===== src/rtl/r22sdf_frame_ctrl_if.sv =====
// ---------------------------------------------------------------------------
// r22sdf_frame_ctrl_if
// Streaming bus of the R2^2SDF frame controller.
//   s_valid/s_ready/s_data : input sample stream, s_data = {re, im}
//   m_valid/m_ready/m_data : output result stream, m_data = {re, im}
//   m_first/m_last/m_bin   : frame markers and bin index of the held word
//
// Handshake: a word moves when valid & ready are both high at a rising clk
// edge. A source must not change data or drop valid while valid is high and
// ready is low.
//
// Modports: slave = the controller, master = the stream source/sink side.
// ---------------------------------------------------------------------------
interface r22sdf_frame_ctrl_if #(
  parameter int STG = 3,
  parameter int DW  = 16
);
  logic              s_valid;
  logic              s_ready;
  logic [2*DW-1:0]   s_data;
  logic              m_valid;
  logic              m_ready;
  logic [2*DW-1:0]   m_data;
  logic              m_first;
  logic              m_last;
  logic [2*STG-1:0]  m_bin;

  modport slave (
    input  s_valid, s_data, m_ready,
    output s_ready, m_valid, m_data, m_first, m_last, m_bin
  );

  modport master (
    output s_valid, s_data, m_ready,
    input  s_ready, m_valid, m_data, m_first, m_last, m_bin
  );
endinterface


===== src/rtl/r22sdf_frame_ctrl.sv =====
// ---------------------------------------------------------------------------
// r22sdf_frame_ctrl
// Frame controller wrapped around a radix-2^2 single-path delay-feedback FFT
// core. Every pipeline advance (adv) moves the core by one sample; the core
// only advances when the output register can take a word, so back-pressure
// freezes the whole pipeline. A flush request waits for the current frame to
// finish, then pushes zero pads through the core until all real results have
// been emitted.
//
// Ports
//   clk, rst          : clock, synchronous active-high reset (core shares rst)
//   bus (slave)       : input/output streams, see r22sdf_frame_ctrl_if
//   flush_req         : request to drain the pipeline at the next frame end
//   busy              : flush pending or in progress
//   cfg_scale/invexp  : passed straight to the core (core latches at sync)
//   core_en           : core advance strobe
//   core_in           : core sample (zero while padding)
//   core_sync         : marks the last sample of a frame
//   core_scale/invexp : core configuration
//   core_out          : core result, LAT advances behind core_in
//   dbg_state_o       : flush FSM state for observation
//
// Build option: define R22SDF_BITREV_IDX_EN to report m_bin in bit-reversed
// order; otherwise m_bin is the natural output count.
// ---------------------------------------------------------------------------
module r22sdf_frame_ctrl #(
  parameter int STG = 3,
  parameter int DW  = 16,
  parameter int LAT = 4**STG + STG - 2
) (
  input  logic                clk,
  input  logic                rst,
  r22sdf_frame_ctrl_if.slave  bus,
  input  logic                flush_req,
  output logic                busy,
  input  logic                cfg_scale,
  input  logic                cfg_invexp,
  output logic                core_en,
  output logic [2*DW-1:0]     core_in,
  output logic                core_sync,
  output logic                core_scale,
  output logic                core_invexp,
  input  logic [2*DW-1:0]     core_out,
  output logic [1:0]          dbg_state_o
);

  localparam int N    = 4**STG;
  localparam int CW   = 2*STG;
  // Whole frames of padding so the frame counter ends the flush back at 0.
  localparam int PADS = ((LAT + N - 1) / N) * N;
  localparam int PW   = $clog2(PADS + 1);

  typedef enum logic [1:0] {
    ST_IDLE  = 2'd0,
    ST_PEND  = 2'd1,
    ST_FLUSH = 2'd2
  } state_t;

  state_t            state_q, state_d;
  logic [CW-1:0]     cnt_q, cnt_d;
  logic [CW-1:0]     ocnt_q, ocnt_d;
  logic [PW-1:0]     pad_q, pad_d;
  logic [LAT-1:0]    tag_q, tag_d;
  logic              m_valid_q, m_valid_d;
  logic [2*DW-1:0]   m_data_q, m_data_d;
  logic              m_first_q, m_first_d;
  logic              m_last_q, m_last_d;
  logic [CW-1:0]     m_bin_q, m_bin_d;

  logic              flush_active;
  logic              out_free;
  logic              adv;
  logic              load;
  logic [CW-1:0]     bin_idx;

`ifdef R22SDF_BITREV_IDX_EN
  function automatic logic [CW-1:0] bit_rev(input logic [CW-1:0] v);
    logic [CW-1:0] r;
    for (int i = 0; i < CW; i++) r[i] = v[CW-1-i];
    return r;
  endfunction
  assign bin_idx = bit_rev(ocnt_q);
`else
  assign bin_idx = ocnt_q;
`endif

  assign flush_active = (state_q == ST_FLUSH);
  assign out_free     = ~m_valid_q | bus.m_ready;
  // Pads advance unconditionally in FLUSH; otherwise only a real sample does.
  assign adv          = ~rst & out_free & (flush_active | bus.s_valid);
  // Tag marks which core result belongs to a real sample.
  assign load         = adv & tag_q[LAT-1];

  assign bus.s_ready  = ~rst & out_free & ~flush_active;
  assign bus.m_valid  = m_valid_q;
  assign bus.m_data   = m_data_q;
  assign bus.m_first  = m_first_q;
  assign bus.m_last   = m_last_q;
  assign bus.m_bin    = m_bin_q;

  assign core_en      = adv;
  assign core_in      = flush_active ? '0 : bus.s_data;
  assign core_sync    = adv & (cnt_q == CW'(N - 1));
  assign core_scale   = cfg_scale;
  assign core_invexp  = cfg_invexp;
  assign busy         = (state_q != ST_IDLE);
  assign dbg_state_o  = state_q;

  always_comb begin
    cnt_d     = cnt_q;
    ocnt_d    = ocnt_q;
    pad_d     = pad_q;
    state_d   = state_q;
    tag_d     = tag_q;
    m_valid_d = m_valid_q;
    m_data_d  = m_data_q;
    m_first_d = m_first_q;
    m_last_d  = m_last_q;
    m_bin_d   = m_bin_q;

    if (adv) begin
      cnt_d = cnt_q + 1'b1;
      tag_d = {tag_q[LAT-2:0], ~flush_active};
    end

    if (load) begin
      m_valid_d = 1'b1;
      m_data_d  = core_out;
      m_first_d = (ocnt_q == '0);
      m_last_d  = (ocnt_q == CW'(N - 1));
      m_bin_d   = bin_idx;
      ocnt_d    = ocnt_q + 1'b1;
    end else if (bus.m_ready) begin
      m_valid_d = 1'b0;
    end

    case (state_q)
      ST_IDLE: begin
        if (flush_req) state_d = ST_PEND;
      end
      ST_PEND: begin
        // Leave once the frame counter lands on 0: either already there with
        // no sample this cycle, or this advance closes the frame.
        if (cnt_d == '0) begin
          state_d = ST_FLUSH;
          pad_d   = '0;
        end
      end
      ST_FLUSH: begin
        if (adv) begin
          if (pad_q == PW'(PADS - 1)) begin
            state_d = ST_IDLE;
            pad_d   = '0;
          end else begin
            pad_d = pad_q + 1'b1;
          end
        end
      end
      default: state_d = ST_IDLE;
    endcase
  end

  always_ff @(posedge clk) begin
    if (rst) begin
      state_q   <= ST_IDLE;
      cnt_q     <= '0;
      ocnt_q    <= '0;
      pad_q     <= '0;
      tag_q     <= '0;
      m_valid_q <= 1'b0;
      m_data_q  <= '0;
      m_first_q <= 1'b0;
      m_last_q  <= 1'b0;
      m_bin_q   <= '0;
    end else begin
      state_q   <= state_d;
      cnt_q     <= cnt_d;
      ocnt_q    <= ocnt_d;
      pad_q     <= pad_d;
      tag_q     <= tag_d;
      m_valid_q <= m_valid_d;
      m_data_q  <= m_data_d;
      m_first_q <= m_first_d;
      m_last_q  <= m_last_d;
      m_bin_q   <= m_bin_d;
    end
  end

endmodule

===== src/flat_wrapper.sv =====
// flat-port wrapper written by rule: the top's interface ports become plain ports
module r22sdf_frame_ctrl_flat 
#(
  parameter int STG = 3,
  parameter int DW  = 16,
  parameter int LAT = 4**STG + STG - 2
)
  (clk, rst, flush_req, busy, cfg_scale, cfg_invexp, core_en, core_in, core_sync, core_scale, core_invexp, core_out, dbg_state_o, bus_s_valid, bus_s_data, bus_m_ready, bus_s_ready, bus_m_valid, bus_m_data, bus_m_first, bus_m_last, bus_m_bin);
  r22sdf_frame_ctrl_if #(.STG(STG), .DW(DW)) bus_i ();
  input  logic clk;
  input  logic rst;
  input  logic flush_req;
  output logic busy;
  input  logic cfg_scale;
  input  logic cfg_invexp;
  output logic core_en;
  output logic [2*DW-1:0] core_in;
  output logic core_sync;
  output logic core_scale;
  output logic core_invexp;
  input  logic [2*DW-1:0] core_out;
  output logic [1:0] dbg_state_o;
  input wire logic [$bits(bus_i.s_valid)-1:0] bus_s_valid;
  input wire logic [$bits(bus_i.s_data)-1:0] bus_s_data;
  input wire logic [$bits(bus_i.m_ready)-1:0] bus_m_ready;
  output wire logic [$bits(bus_i.s_ready)-1:0] bus_s_ready;
  output wire logic [$bits(bus_i.m_valid)-1:0] bus_m_valid;
  output wire logic [$bits(bus_i.m_data)-1:0] bus_m_data;
  output wire logic [$bits(bus_i.m_first)-1:0] bus_m_first;
  output wire logic [$bits(bus_i.m_last)-1:0] bus_m_last;
  output wire logic [$bits(bus_i.m_bin)-1:0] bus_m_bin;
  assign bus_i.s_valid = bus_s_valid;
  assign bus_i.s_data = bus_s_data;
  assign bus_i.m_ready = bus_m_ready;
  assign bus_s_ready = bus_i.s_ready;
  assign bus_m_valid = bus_i.m_valid;
  assign bus_m_data = bus_i.m_data;
  assign bus_m_first = bus_i.m_first;
  assign bus_m_last = bus_i.m_last;
  assign bus_m_bin = bus_i.m_bin;
  r22sdf_frame_ctrl #(.STG(STG), .DW(DW), .LAT(LAT)) u_core (.clk(clk), .rst(rst), .bus(bus_i), .flush_req(flush_req), .busy(busy), .cfg_scale(cfg_scale), .cfg_invexp(cfg_invexp), .core_en(core_en), .core_in(core_in), .core_sync(core_sync), .core_scale(core_scale), .core_invexp(core_invexp), .core_out(core_out), .dbg_state_o(dbg_state_o));
endmodule

===== config.mk =====
export PLATFORM = sky130hd
export DESIGN_NAME = r22sdf_frame_ctrl_flat
export DESIGN_NICKNAME = d
export VERILOG_FILES = /design/src/rtl/r22sdf_frame_ctrl_if.sv /design/src/rtl/r22sdf_frame_ctrl.sv /design/src/flat_wrapper.sv
export SDC_FILE = /design/constraint.sdc
export NUM_CORES = 1
export LEC_CHECK = 0
export ABC_AREA = 1
export CAP_MARGIN = 0
export CORE_AREA = 2 2 140 142
export CTS_CLUSTER_SIZE = 16
export DETAILED_ROUTE_END_ITERATION = 16
export DIE_AREA = 0 0 142 144
export PLACE_DENSITY = 0.52
export SETUP_SLACK_MARGIN = 0.4
export SLEW_MARGIN = 20
export SYNTH_ARGS = -nofsm -noshare
export SYNTH_HDL_FRONTEND = slang
export SYNTH_SLANG_ARGS = --single-unit

===== constraint.sdc =====
create_clock -name clk -period 2.4 [get_ports clk]
set_input_delay 0.48 -clock clk [delete_from_list [all_inputs] [get_ports clk]]
set_output_delay 0.48 -clock clk [all_outputs]
set_load 0.01 [all_outputs]

After elaboration in Yosys (flattened, before gate mapping)
Cells that the tools add are included.
{"block": "word_totals", "ff_bits": 128, "in_bits": 71, "output_inout_bits": 81, "wordCells": 53}
{"block": "op_classes", "add_sub_neg": 3, "eq_ne": 9, "muxes": 13, "bitwise": 10, "n_reduce_logical": 8}
{"op": "two-way mux 32 bit", "count": 1}
{"op": "two-way mux 8 bit", "count": 3}
{"op": "case mux 8 bit (2 select lines)", "count": 1}
{"op": "adder 6 x 1 -> 6 bit (second input constant)", "count": 2}
{"op": "equality test 6 bit (second input constant)", "count": 2}
{"op": "zero test 6 bit", "count": 2}
{"op": "adder 8 x 1 -> 8 bit (second input constant)", "count": 1}
{"op": "equality test 8 x 7 -> 1 bit (second input constant)", "count": 1}
{"op": "two-way mux 2 bit", "count": 4}
{"op": "two-way mux 6 bit", "count": 1}
{"op": "inequality test 2 bit (second input constant)", "count": 3}
{"op": "case mux 2 bit (3 select lines)", "count": 1}
{"op": "nonzero test 2 bit", "count": 3}
{"op": "AND 1 bit", "count": 5}
{"op": "AND reduction 4 bit", "count": 1}
{"op": "inverter 1 bit", "count": 3}
{"op": "AND reduction 3 bit", "count": 1}
{"op": "equality test 2 x 1 -> 1 bit (second input constant)", "count": 1}
{"op": "equality test 2 bit (second input constant)", "count": 1}
{"op": "zero test 2 bit", "count": 1}
{"op": "two-way mux 1 bit", "count": 2}
{"op": "inequality test 2 x 1 -> 1 bit (second input constant)", "count": 1}
{"op": "OR 1 bit", "count": 2}

Longest topological paths before layout
{"block": "depth", "ltp_word": 8, "depth_mapped": 14, "mapped_depth_nobuf": 14}

Least setup slack after synthesis
OpenSTA, ideal clock, no wires.
{"block": "synth_timing", "path_kind": "input-to-output", "startpoint": "in rst", "endpoint": "out core_sync", "t_arrival_ns": 1.522, "required_time_ns": 1.920, "slack_ns": 0.398, "stages": 6, "path_buffers": 3, "cell_sequence": "buf_6 a21oi_4 nand2_4 buf_6 clkbuf_1 nor4_1"}
{"block": "synth_via", "elab_chain_len": 4}
{"item": "from (decl)", "line": "flat_wrapper.sv:11", "source": "input logic rst;"}
{"item": "inverter 1 bit", "line": "r22sdf_frame_ctrl.sv:90", "source": "assign adv = ~rst & out_free & (flush_active | bus.s_valid);"}
{"item": "AND 1 bit (2 in a row)", "line": "r22sdf_frame_ctrl.sv:90"}
{"item": "AND 1 bit", "line": "r22sdf_frame_ctrl.sv:103", "source": "assign core_sync = adv & (cnt_q == CW'(N - 1));"}
{"item": "to (decl)", "line": "flat_wrapper.sv:18", "source": "output logic core_sync;"}
No other way between the ends.

Worst setup path in the final report
{"block": "layout_timing", "startpoint": "reg u_core.state_q[0], in the netlist u_core.dbg_state_o[0]", "endpoint": "out core_in[17]"}
{"block": "layout_via", "elab_chain_len": 2}
{"item": "from (decl)", "line": "r22sdf_frame_ctrl.sv:59", "source": "state_t state_q, state_d;"}
{"item": "from (signal assigned)", "line": "r22sdf_frame_ctrl.sv:176", "source": "state_q <= state_d;"}
{"item": "equality test 2 bit", "line": "r22sdf_frame_ctrl.sv:87", "source": "assign flush_active = (state_q == ST_FLUSH);"}
{"item": "two-way mux 32 bit", "line": "r22sdf_frame_ctrl.sv:102", "source": "assign core_in = flush_active ? '0 : bus.s_data;"}
{"item": "to (decl)", "line": "flat_wrapper.sv:17", "source": "output logic [2*DW-1:0] core_in;"}
No other way between the ends.

==> flow_metrics.tcl <==
set metrics [dict create \
    startpoint "u_core.dbg_state_o[0]" \
    synth_cell_types 32 \
    path_clk_slew_ns 0.06 \
    hpwl_um 7910 \
    pwr-share-seq 0.374 \
    relSlewSlack 0.445 \
    syn_nets 800 \
    worst_pin_slew_ns 0.833 \
    yosys_warnings 0 \
    synth-seq-cells 128 \
    cts_tree "yes" \
    synth_cells 725 \
    p_per_area_nw_per_um2 798 \
    drtIter0Drc 255 \
    cts.sinks 128 \
    crit_fanout 33 \
    synth-edff-count 0 \
    leakagePower_nw 3.31 \
    worst-setup-path-type "flop to primary output" \
    synth_top_area_frac 0.493 \
    synth.cell_area_um2 5200 \
    grt-ovfl-total 0 \
    fin_cells 1124 \
    finalSetupTns_ns 0 \
    synthTopCellsByArea "dfxtp_1 49%, nand2_1 17%, nand3_1 7.8%" \
    ant_nets 0 \
    grt_pass1_vias 4379 \
    grt_pass1_wl_um 20300 \
    startpoint_type "flop" \
    dieArea_um2 20400 \
    switching_share 0.263 \
    grt_max_degree 81 \
    drc_errors 0 \
    outcome "completed" \
    drv_slew 0 \
    setup_viol 0 \
    initial_core_util 0.273 \
    fp.dieH_um 144 \
    worst-path-stages 6 \
    grt_usage 0.123 \
    endpoint "core_in[17]" \
    finalCritPeriodShare 0.807 \
    clock.fmax_mhz 516 \
    io_buffers 147 \
    hold_viol_final 0 \
    reg2reg_from "u_core.dbg_state_o[0]" \
    drive_gt1_frac 0.130 \
    yosysMostFrequentCell "nand2_1" \
    maxCapViolCount 0 \
    vdd_drop_max_mv 0.483 \
    finalCriticalPeriod_ns 1.94 \
    synth_flop_cell "dfxtp_1" \
    viasPerCell 4.27 \
    drt_wl_total_um 12300 \
    synth_common_cells "242 x nand2_1, 128 x dfxtp_1, 81 x nand3_1, 62 x nor2_1, 61 x inv_1" \
    syn_avg_cell_area_um2 7.18 \
    synthArstFlopShare 0 \
    hp-class "flop to flop" \
    io_pins 152 \
    max_stage_delay_ns 0.33 \
    cp.arrival_ns 1.46 \
    slowest_stage "dfxtp_2" \
    area_delta_synth_final_pct 45.1 \
    die_w_um 142 \
    crit_path_cell_trace "inv_2 -> nand2_4 -> clkinv_4 -> buf_12 -> nor2_1 -> clkdlybuf4s15_1" \
    ys_seq_area_frac 0.493 \
    synth_area_leader_cell "dfxtp_1" \
    regToRegSetupSlack_ns 0.53 \
    rsz0062_at_grt "yes" \
    antenna_cells 0 \
    cp-end-kind "primary output" \
    timing.rr.end "u_core.pad_q[4]" \
    core-area_um2 19100 \
    fin_nets 948 \
    clk_latency_ns 0.42 \
    critical_path.top_delay_family "buffers and inverters" \
    via_count 4802 \
    dpl.cell_count 1085 \
    cts_root_buf "clkbuf_16" \
    antenna_found_initial 0 \
    skew_ns 0.00949 \
    routedWlPerCell_um 11.0 \
    required_ns 1.92 \
    p_comb_frac 0.179 \
    path_buf_inv 4 \
    cts_buffer_depth 2 \
    cts_buffers 17 \
    pwr-share-clk 0.447 \
    first_pass_iters 4 \
    htree_levels 4 \
    rows 51 \
    p_int_mw 4.44 \
    rr_worst_depth 17 \
    power_switching_mw 1.58 \
    gp_congestion 0.709 \
]
## final cells by class
type                            instances  area [um2]
Clock buffer                           23         498
Clock inverter                          9         129
Fill cell                            1988       11500
Inverter                               67         259
Multi-Input combinational cell        489        2250
Sequential cell                       128        2570
Tap cell                              238         298
Timing Repair Buffer                  170        1550
## what timing repair did
action,in CTS,in global routing
hold buffers,0,0
pin swaps,4,2
hold endpoints to repair,0,0
endpoints found under the setup margin,36,43
cloned,0,1
setup buffers,5,1
resized for setup,63,60
## tightest hold or removal path: stages (launching register included)
cell     delay [ns]
dfxtp_1        0.30
nand2_1        0.06
nand2_1        0.04
## how the worst min path moves through the flow
stage,start,to,cells past startpoint
after floorplan,u_core.tag_q[1],u_core.tag_q[1],2
final,u_core.tag_q[61],u_core.tag_q[62],2
after global routing,u_core.tag_q[41],u_core.tag_q[42],2
after CTS,u_core.tag_q[29],u_core.tag_q[30],2
after detailed placement,u_core.tag_q[61],u_core.tag_q[62],2
after global placement,u_core.tag_q[61],u_core.tag_q[62],2
## routing by layer
metal | vias up | track usage | share of wire
li1 | 2562 | - | -
met1 | 2083 | 0.144 | 0.47
met2 | 143 | 0.194 | 0.43
met3 | 14 | 0.0603 | 0.094
met4 | 0 | 0.0489 | 0.014
met5 | - | 0 | 0
## sequential cells by signal, indices dropped and copies added, names as in the netlist
register	count
u_core.pad_q	8
u_core.bin_idx	6
u_core.bus.m_data	32
u_core.bus.m_first	1
u_core.tag_q	65
u_core.dbg_state_o	2
u_core.bus.m_bin	6
u_core.cnt_q	6
u_core.bus.m_last	1
u_core.bus.m_valid	1
## kinds of logic after synthesis
kind of cell / Yosys count / share of synthesized area
AO/OA/AOI/OAI: 72 / 0.0719
XOR/XNOR: 2 / 0.00337
adder cells (fa/ha/maj): 4 / 0.00962
buffers and inverters: 109 / 0.0859
flip-flops: 128 / 0.493
AND/OR/NAND/NOR: 410 / 0.337
## per-stage QoR
step	setup slack (ns)	power (mW)	utilization	cell area (um2)	hold slack, ns
after floorplan	0.511	2.87	-	5210	0.425
after global placement	-0.0314	3.41	0.363	6930	0.432
after detailed placement	-0.0567	3.40	0.363	6930	0.438
after CTS	0.375	6.10	0.397	7570	0.445
after global routing	0.372	6.33	0.396	7550	0.465
final	0.464	6.02	0.396	7550	0.443
## power groups by stage
| stage | Sequential [mW] | Clock, mW | Combinational [mW] |
|---|---|---|---|
| finish | 2.25 | 2.69 | 1.08 |
| global route | 2.26 | 2.86 | 1.21 |
| CTS | 2.25 | 2.77 | 1.08 |
| detailed placement | 2.29 | 0 | 1.11 |
| global placement | 2.29 | 0 | 1.12 |
| floorplan | 2.28 | 0 | 0.588 |
## cell usage in the layout, fill, tap and decap left out, drive strengths merged, types with 4 or more instances in the layout
cell type and n:
ha 4, clkinv 6, clkdlybuf4s50 109, nor2 64, buf 27, inv 65, dfxtp 128, a21oi 56
o21ai 15, nand3 83, clkbuf 45, nor3 6, nand2 250, clkdlybuf4s15 10
Note: power is estimated with default switching activity, not from simulation.
